## src/rtl/otter_fetch_stage.sv

```systemverilog
// IF stage and IF/ID pipeline register of the pipelined OTTER core.
// Owns PC_F, drives a 1-cycle-latency synchronous instruction memory and feeds Decode.
module otter_fetch_stage #(
  parameter logic [31:0] RESET_VEC = 32'h0000_0000,
  parameter logic [31:0] NOP_INSTR = 32'h0000_0013
) (
  input  logic        i_clk,
  input  logic        i_rst_n,
  input  logic        i_stall_f,
  input  logic        i_stall_d,
  input  logic        i_flush_d,
  input  logic        i_pc_src_e,
  input  logic [31:0] i_pc_target_e,
  output logic [31:0] o_imem_addr,
  output logic        o_imem_en,
  input  logic [31:0] i_imem_rdata,
  output logic [31:0] o_instr_d,
  output logic [31:0] o_pc_d,
  output logic [31:0] o_pc_plus4_d,
  output logic        o_valid_d
);

  logic        r_rst_sync;
  logic [31:0] r_pc_f;
  logic [31:0] r_pc_d;
  logic        r_valid_d;
  logic        r_hold_valid;
  logic [31:0] r_instr_hold;
  logic [31:0] w_pc_f_next;
  logic        w_unused_target_bits;

  assign w_unused_target_bits = &{1'b0, i_pc_target_e[1:0]};

  // Release synchronizer: pipeline state stays at reset values for one edge after release.
  always_ff @(posedge i_clk or negedge i_rst_n) begin
    if (!i_rst_n) begin
      r_rst_sync <= 1'b0;
    end else begin
      r_rst_sync <= 1'b1;
    end
  end

  // Next-PC selection: redirect beats stall beats sequential increment.
  always_comb begin
    w_pc_f_next = r_pc_f;
    if (i_pc_src_e) begin
      w_pc_f_next = {i_pc_target_e[31:2], 2'b00};
    end else if (i_stall_f) begin
      w_pc_f_next = r_pc_f;
    end else begin
      w_pc_f_next = r_pc_f + 32'd4;
    end
  end

  // PC_F register.
  always_ff @(posedge i_clk or negedge i_rst_n) begin
    if (!i_rst_n) begin
      r_pc_f <= RESET_VEC;
    end else if (!r_rst_sync) begin
      r_pc_f <= RESET_VEC;
    end else begin
      r_pc_f <= w_pc_f_next;
    end
  end

  // IF/ID register; the first stalled cycle latches rdata because memory output may drift.
  always_ff @(posedge i_clk or negedge i_rst_n) begin
    if (!i_rst_n) begin
      r_pc_d       <= 32'h0000_0000;
      r_valid_d    <= 1'b0;
      r_hold_valid <= 1'b0;
      r_instr_hold <= NOP_INSTR;
    end else if (!r_rst_sync) begin
      r_pc_d       <= 32'h0000_0000;
      r_valid_d    <= 1'b0;
      r_hold_valid <= 1'b0;
      r_instr_hold <= NOP_INSTR;
    end else if (i_flush_d) begin
      r_valid_d    <= 1'b0;
      r_hold_valid <= 1'b0;
    end else if (i_stall_d) begin
      if (!r_hold_valid) begin
        r_instr_hold <= i_imem_rdata;
        r_hold_valid <= 1'b1;
      end else begin
        r_hold_valid <= 1'b1;
      end
    end else begin
      r_pc_d       <= r_pc_f;
      r_valid_d    <= 1'b1;
      r_hold_valid <= 1'b0;
    end
  end

  // Decode-facing instruction select: bubble, held word, or live memory data.
  always_comb begin
    o_instr_d = i_imem_rdata;
    if (!r_valid_d) begin
      o_instr_d = NOP_INSTR;
    end else if (r_hold_valid) begin
      o_instr_d = r_instr_hold;
    end else begin
      o_instr_d = i_imem_rdata;
    end
  end

  assign o_imem_addr  = r_pc_f;
  assign o_imem_en    = i_rst_n;
  assign o_pc_d       = r_pc_d;
  assign o_pc_plus4_d = r_pc_d + 32'd4;
  assign o_valid_d    = r_valid_d;

endmodule

```

## config.mk

```make
export PLATFORM = sky130hd
export DESIGN_NAME = otter_fetch_stage
export DESIGN_NICKNAME = d
export VERILOG_FILES = /design/src/rtl/otter_fetch_stage.sv
export SDC_FILE = /design/constraint.sdc
export NUM_CORES = 1
export LEC_CHECK = 0
export CORE_AREA = 2 2 114 116
export DETAILED_ROUTE_END_ITERATION = 10
export DIE_AREA = 0 0 116 118
export HOLD_SLACK_MARGIN = 0.15
export PLACE_DENSITY = 0.84
export RECOVER_POWER = 100
export SYNTH_ARGS = -nofsm -noshare
export SYNTH_HDL_FRONTEND = slang
export SYNTH_SLANG_ARGS = --single-unit
```

## constraint.sdc

```tcl
create_clock -name i_clk -period 2.6 [get_ports i_clk]
set_input_delay 0.52 -clock i_clk [delete_from_list [all_inputs] [get_ports i_clk]]
set_output_delay 0.52 -clock i_clk [all_outputs]
set_load 0.01 [all_outputs]
```

### Word-level counts from Yosys, hierarchy flattened

Index checks and enable logic that the tools add are counted.

* add/subtract/negate cells: 2
* multiply operators: 0
* div/mod/pow operators: 0
* magnitude comparators: 0
* equal/unequal tests: 5
* shifts and indexed selects: 0
* muxes and demuxes: 17
* bitwise gates (word level): 0
* reductions and logical operators: 2

Operators by type and width (count)
* $mux 32: 11
* $add 32x3->32 const B: 2
* $mux 1: 6
* $ne 2x2->1 const B: 3
* $ne 3x3->1 const B: 2
* $reduce_and 2->1: 2

* register bits: 99
* latch bits: 0
* bits in writable memories: 0
* bits in read-only memories: 0
* input bits: 70
* logic and storage cells: 32
* memories: 0

### Logic depth before layout (Yosys ltp)

Gate-level depths: netlist of the first run.

* depth in word-level cells: 4
* gate-level depth with buffers: 6
* gate-level depth less buffers: 5

### Worst setup path before layout of the first run

OpenSTA, ideal clock, no wires.

* path type: register to output
* start: reg r_pc_d[12] (netlist: o_pc_d[12])
* end: out o_pc_plus4_d[31]
* arrival time: 1809 ps
* data required time: 2080 ps
* slack: 271 ps
* stages on the path, launching flop included: 7
* cell sequence: dfrtp_1 -> buf_2 -> nand4_2 -> or4_1 -> buf_2 -> nor4_2 -> xor2_1

* cells in the longest elaborated chain, start to end: 1

RTL lines
* start: declaration: line 25 `logic [31:0] r_pc_d;`
* start signal: assignment: line 89 `r_pc_d <= r_pc_f;`
* $add 32x3->32: line 110 `assign o_pc_plus4_d = r_pc_d + 32'd4;`
* end: declaration: line 19 `output logic [31:0] o_pc_plus4_d,`

No other way between the ends.

### Worst setup path after layout of the first run

* start: reg r_pc_d[18] (netlist: o_pc_d[18])
* end: out o_pc_plus4_d[29]

The elaborated chain is that of the path after synthesis.

==> results of run 1 <==
-- worst reg2reg max path: cells and delay by family, from the launching register on --
| kind | cells | cell delay [ns] |
|---|---|---|
| AOI/OAI and AO/OA | 2 | 0.54 |
| DFF | 1 | 0.51 |
| and+or+nand+nor | 2 | 1.23 |
-- final cells by class --
| class | count | share of cell area |
|---|---|---|
| clock inverters | 5 | 0.0125 |
| clock buffers | 11 | 0.0303 |
| well taps | 172 | 0.0258 |
| repair buffers | 248 | 0.273 |
| inverters | 14 | 0.00631 |
| flip-flops and latches | 95 | 0.286 |
| diodes | 1 | 0.000300 |
| multi-input cells | 458 | 0.366 |
-- report_power, final --
part / total [mW] / switching [mW] / internal (mW)
clock: 1.55 / 0.558 / 0.993
sequential: 1.64 / 0.0913 / 1.55
combinational: 0.630 / 0.306 / 0.324
total: 3.82 / 0.955 / 2.87
-- metrics by stage --
| stage | TNS, ns | area (um2) | worst slack (ns) | total power [mW] | util |
|---|---|---|---|---|---|
| after floorplan | 0 | 5590 | 0.271 | 1.93 | - |
| after global placement | -0.205 | 7910 | -0.0928 | 2.30 | 0.637 |
| after detailed placement | -0.399 | 7910 | -0.119 | 2.32 | 0.637 |
| after CTS | -0.387 | 8370 | -0.134 | 3.87 | 0.674 |
| after global routing | -0.616 | 8330 | -0.115 | 3.97 | 0.671 |
| final | -0.0290 | 8330 | -0.0161 | 3.82 | 0.671 |
-- cell families after synthesis --
family                     synth area share
AOI/OAI and AO/OA                     0.163
xor gates and xnor gates             0.0645
adders and majority gates           0.00449
buffers and inverters                0.0456
DFF                                   0.427
muxes                                0.0593
other                               0.00135
and+or+nand+nor                       0.234
-- routing by layer --
| layer | global-route usage | wire length (um) |
|---|---|---|
| met1 | 0.333 | 7160 |
| met2 | 0.423 | 8490 |
| met3 | 0.0499 | 1500 |
| met4 | 0.0737 | 336 |
| met5 | 0 | 0 |
-- cell usage in the layout, fill, tap and decap left out, types with 4 or more instances in the layout --
cell	synthesis	final
clkdlybuf4s50_1	0	98
nand2_1	91	91
dfrtp_1	92	91
dlygate4sd3_1	0	70
buf_4	7	48
nor2_1	45	43
mux2i_1	33	33
a21boi_0	30	30
a22o_1	29	29
xor2_1	21	21
xnor2_1	20	20
o21ai_0	20	20
nand4_1	17	17
nand3_1	14	14
inv_1	13	13
nor4_1	13	13
a21oi_1	11	11
and4_1	10	10
dlygate4sd2_1	0	10
clkbuf_16	0	9
nor3_2	0	8
nor3_1	19	8
nand2b_1	7	7
conb_1	2	7
buf_2	2	7
a211oi_1	6	6
o211a_1	6	6
and3_1	5	5
and2_1	4	4
nand4b_1	4	4
a31oi_1	4	4
clkbuf_2	0	4
clkbuf_1	33	4
-- path summary, 6_finish.rpt --
path,to,slack (ns),depth (start not counted)
setup / recovery,o_pc_plus4_d[29],-0.02,7
hold / removal,r_instr_hold[22],0.50,1
setup reg to reg,o_imem_addr[30],0.21,4
hold reg to reg,r_instr_hold[22],0.50,1
max in group asynchronous,r_rst_sync,1.09,2
min in group asynchronous,r_instr_hold[23],0.60,2
-- sequential cells by signal (all words and copies together), names as in the netlist --
name,flops
o_imem_addr,30
r_hold_valid,1
o_valid_d,1
o_pc_d,30
r_rst_sync,1
r_instr_hold,32
-- timing repair --
| action | CTS | global route |
|---|---|---|
| pin swaps | 3 | 9 |
| gates resized for setup | 61 | 12 |
| setup endpoints to repair | 22 | 12 |
| buffers inserted | 7 | 3 |
==> impl_results.md, run 1 <==
- Filler cells: 975
- LEAKAGE: 3.74 nW
- H-tree depth: 3
- Post-synthesis sequential area ratio: 0.427
- Post-synth EDFFs: 0
- Worst Setup SP: o_pc_d[18]
- Vias: 5623
- CP dominant cell by count: buf_6
- Worst setup EP type: output port
- FF/Latch Area: 0.00238 mm2
- Overall Global Routing Usage: 0.254
- Worst Setup Start Kind: flip-flop
- Clk sink count: 95
- Final Max Tran Viols: 0
- CTS root buf: clkbuf_16
- WHS: 0.502 ns
- First-iteration detailed-routing DRC count: 399
- Synth Flop Type: dfrtp_1
- Antenna viol nets, final: 0
- Non-Filler Instances: 1004
- Vias in the first global route: 5552
- Crit-path cells: nand4_1, or4_4, buf_6, buf_6, nor3_4, xor2_1, buf_2
- Failing checks: setup timing
- Fin worst setup slack: -0.0161 ns
- Worst skew pair latency: 0.34 ns
- Clk buf depth: 2
- Worst Path Arrival: 2.10 ns
- First drt pass iteration count: 5
- Worst r2r src: o_imem_addr[12]
- Final GP Congestion: 0.912
- Hold Startpoint: r_instr_hold[22]
- Hold Vio Cnt, Final: 0
- Final #Nets: 898
- Yosys warns: 0
- Cells after Synth: 608
- CTS buffer count: 9
- Worst Setup Path Type: reg -> out
- Initial Util: 0.449
- Layout area overhead: 49.6%
- Area leader, netlist: dfrtp_1
- Ports: 200
- DP Wirelength: 12600 um
- Die Y: 118 um
- Power density over cell area: 458 mW/mm2
- Synthesized area: 0.00557 mm2
- Clock transition at the registers of the reported paths: 0.07 ns
- CTS Hold Bufs: 0
- Port bufs: 191
- Routed WL per cell: 17.4 um
- Global-route wire length before repair: 27900 um
- Crit-path leading delay family: simple AND/OR/NAND/NOR gates
- Grt total ovfl: 0
- VDD IR-drop max: 0.311 mV
- Run status: finished, violations left
- Skew final: 0.00836 ns
- Worst min path class: reg -> reg
- Post-synth top area share: 0.413
- WP buf/inv: 3
- CP peak stage delay: 0.58 ns
- TritonCTS clock tree: built
- Fmax achieved: 0.382 GHz
- Vias per inst: 5.60
- Slew @ Worst Pin: 1.31 ns
- CP max FO: 5
- Final Critical Period: 2.62 ns
- Unique masters post-synth: 55
- Fin crit share: 1.01
- CP required: 2.08 ns
- Antenna violations before repair: 1
- Largest net degree at the start of global routing: 96
- # DRC: 0
- Top-count cell post-synth: dfrtp_1
- Slew headroom: 0.129
- Largest cells by area after synthesis: dfrtp_1 41%, nand2_1 6.1%, mux2i_1 5.9%
- Core area: 0.0124 mm2
- Final WL: 17500 um
- Placed insts: 977
- Layout cell share with drive strength beyond 1: 0.132
- Synth top cells by count: 92 x dfrtp_1, 91 x nand2_1, 45 x nor2_1
- Avg Inst Size Synth: 9.16 um2
- CP max stage cell: or4_4
- Yosys reg bits: 95
- Site Rows: 41
- Maxcap violations: 0
- Die area: 0.0137 mm2
- Share of flip-flops with an asynchronous set or reset: 1.00
- RSZ-0062 raised after global routing: true
- Die width: 116 um
- Multi-input logic area: 0.00305 mm2
- Endpoints failing setup: 2
Power figures use the tool's default switching activity.
==> inputs of run 2 (changes only) <==
Settings changed: ABC_CLOCK_PERIOD_IN_PS set to 2600, HOLD_SLACK_MARGIN 0.15 to 0.05, TNS_END_PERCENT set to 10.
==> run 2 against run 1 <==
  * Flip-flop and latch count unchanged
  * The flow now finishes without violations
  * Power barely moved
  * Die area did not move
  * Combinational power is essentially flat
==> impl_results.md, run 2 (synthesis results as in run 1) <==
- Port bufs: 191 (unchanged)
- Final Critical Period: 2.59 ns (-0.0302 ns)
- Core area: 0.0124 mm2 (unchanged)
- Worst Setup Start Kind: flip-flop
- Worst Setup Path Type: reg -> out
- Layout cell share with drive strength beyond 1: 0.126 (-0.00677)
- Site Rows: 41 (unchanged)
- Clk sink count: 95 (unchanged)
- Die area: 0.0137 mm2 (unchanged)
- Layout area overhead: 48.9%
- Final WL: 17400 um (-0.27%)
- RSZ-0062 raised after global routing: true
- Psw: 0.956 mW (+0.11%)
- Grt total ovfl: 0 (unchanged)
- Worst setup EP type: output port
- Die width: 116 um (unchanged)
- Antenna viol nets, final: 0 (unchanged)
- Most flop-heavy register: r_instr_hold
- Sw Ratio: 0.250 (+0.000261)
- Die Y: 118 um (unchanged)
- Final Instance Area: 0.00829 mm2 (-0.51%)
- Overall Global Routing Usage: 0.255 (+0.00116)
- LEAKAGE: 3.70 nW (-0.92%)
- Combinational share of power: 0.164 (about the same)
- CTS root buf: clkbuf_16
- Run status: complete, no violations
- Final setup TNS: 0 ns (+0.0290 ns)
- Most common cell after layout, fill and taps aside: clkdlybuf4s50_1
- Global-route wire length before repair: 28000 um (+0.30%)
- Initial Util: 0.449 (unchanged)
- Worst skew pair latency: 0.34 ns (about the same)
- Worst Path Arrival: 2.07 ns (-0.03 ns)
- Slew @ Worst Pin: 1.31 ns (+0.00339 ns)
- TritonCTS clock tree: built
- CTS Hold Bufs: 0 (unchanged)
- Placed cell area: 0.00791 mm2 (unchanged)
- First-iteration detailed-routing DRC count: 484 (+21%)
- First drt pass iteration count: 8 (+3)
- Endpoints failing setup: 0 (-2)
- CP required: 2.08 ns (about the same)
- Multi-input logic area: 0.00305 mm2 (-0.16%)
- Vias: 5617 (-0.11%)
- Vias in the first global route: 5557 (+0.090%)
- Clock Power Share: 0.406 (about the same)
- Largest register FFs: 32 (unchanged)
- CP max FO: 6 (+1)
- CTS buffer count: 9 (unchanged)
- Seq pwr share: 0.429 (about the same)
- Hold Vio Cnt, Final: 0 (unchanged)
- Final GP Congestion: 0.912 (unchanged)
- Largest net degree at the start of global routing: 96 (unchanged)
- Skew final: 0.00733 ns (-0.00103 ns)
- VDD IR-drop max: 0.309 mV (-0.61%)
- Antenna violations before repair: 1 (unchanged)
- Filler cells: 983 (+0.82%)
- Fmax achieved: 0.387 GHz (+1.2%)
- Most frequent cells in the layout: 98 x clkdlybuf4s50_1, 91 x nand2_1, 91 x dfrtp_1, 70 x dlygate4sd3_1, 45 x buf_4
- DP Wirelength: 12600 um (unchanged)
- Final Max Tran Viols: 0 (unchanged)
- Clock transition at the registers of the reported paths: 0.07 ns (about the same)
- FF/Latch Area: 0.00238 mm2 (unchanged)
- Power density over cell area: 461 mW/mm2 (+0.52%)
- Worst min path class: reg -> reg
- H-tree depth: 3 (unchanged)
- Maxcap violations: 0 (unchanged)
- Fin crit share: 0.995 (-0.0116)
- Clk buf depth: 2 (unchanged)
- Power Internal: 2.86 mW (about the same)
- Slew headroom: 0.126 (-0.00226)
- Final #Nets: 895 (-0.33%)
- Routed WL per cell: 17.4 um (about the same)
- # DRC: 0 (unchanged)
- Vias per inst: 5.61 (+0.19%)
- Ports: 200 (unchanged)
## run 2: per-layer routing
layer / up-vias / global-route usage / part of all wire
met2: 296 / 0.425 / 0.49
met5: - / 0 / 0
met4: 0 / 0.0781 / 0.014
li1: 2606 / - / -
met3: 19 / 0.0463 / 0.083
met1: 2696 / 0.335 / 0.41
## run 2: cell type report
type / count / area share
tap: 172 / 0.0260
antenna: 1 / 0.000302
clock buffer: 11 / 0.0305
timing repair buffer: 245 / 0.270
sequential: 95 / 0.287
clock inverter: 5 / 0.0125
multi-input combinational: 458 / 0.367
inverter: 14 / 0.00634
## run 2: repair_timing
action,CTS,global route
resized for setup,57,14
pin swaps,3,8
setup buffers,4,3
hold endpoints to repair,0,0
endpoints found under the setup margin,22,14
## run 2: worst paths after layout
path,startpoint,end,slack (ns),cells after the start
min in group asynchronous,i_rst_n,r_instr_hold[23],0.60,2
max reg2reg,o_imem_addr[2],o_imem_addr[30],0.19,5
min reg2reg,r_instr_hold[2],r_instr_hold[2],0.51,1
max in group asynchronous,i_rst_n,r_rst_sync,1.09,2
max,o_pc_d[18],o_pc_plus4_d[31],0.01,6
min,r_instr_hold[2],r_instr_hold[2],0.51,1
## run 2: power by group through the flow
| stage | sequential (mW) | clock (mW) | combinational (mW) |
|---|---|---|---|
| finish | 1.64 | 1.55 | 0.627 |
| detailed placement | 1.66 | 0 | 0.658 |
| CTS | 1.64 | 1.57 | 0.657 |
| global route | 1.65 | 1.64 | 0.681 |
| global placement | 1.66 | 0 | 0.641 |
| floorplan | 1.67 | 0 | 0.259 |
## run 2: metrics by stage
step	power [mW]	cells	hold WS [ns]	util	worst slack [ns]
after global routing	3.97	1001	0.524	0.668	-0.0762
after floorplan	1.93	613	0.224	-	0.271
after global placement	2.30	977	0.483	0.637	-0.0928
after detailed placement	2.32	977	0.482	0.637	-0.119
final	3.82	1001	0.508	0.668	0.0141
after CTS	3.86	997	0.262	0.671	-0.124
## run 2: worst max-delay path: stages, from the launching register on
cell and delay (ns):
dfrtp_1 0.36, nand4_1 0.13, or4_4 0.60, buf_4 0.17
nor4_4 0.15, xor2_1 0.17, buf_2 0.15
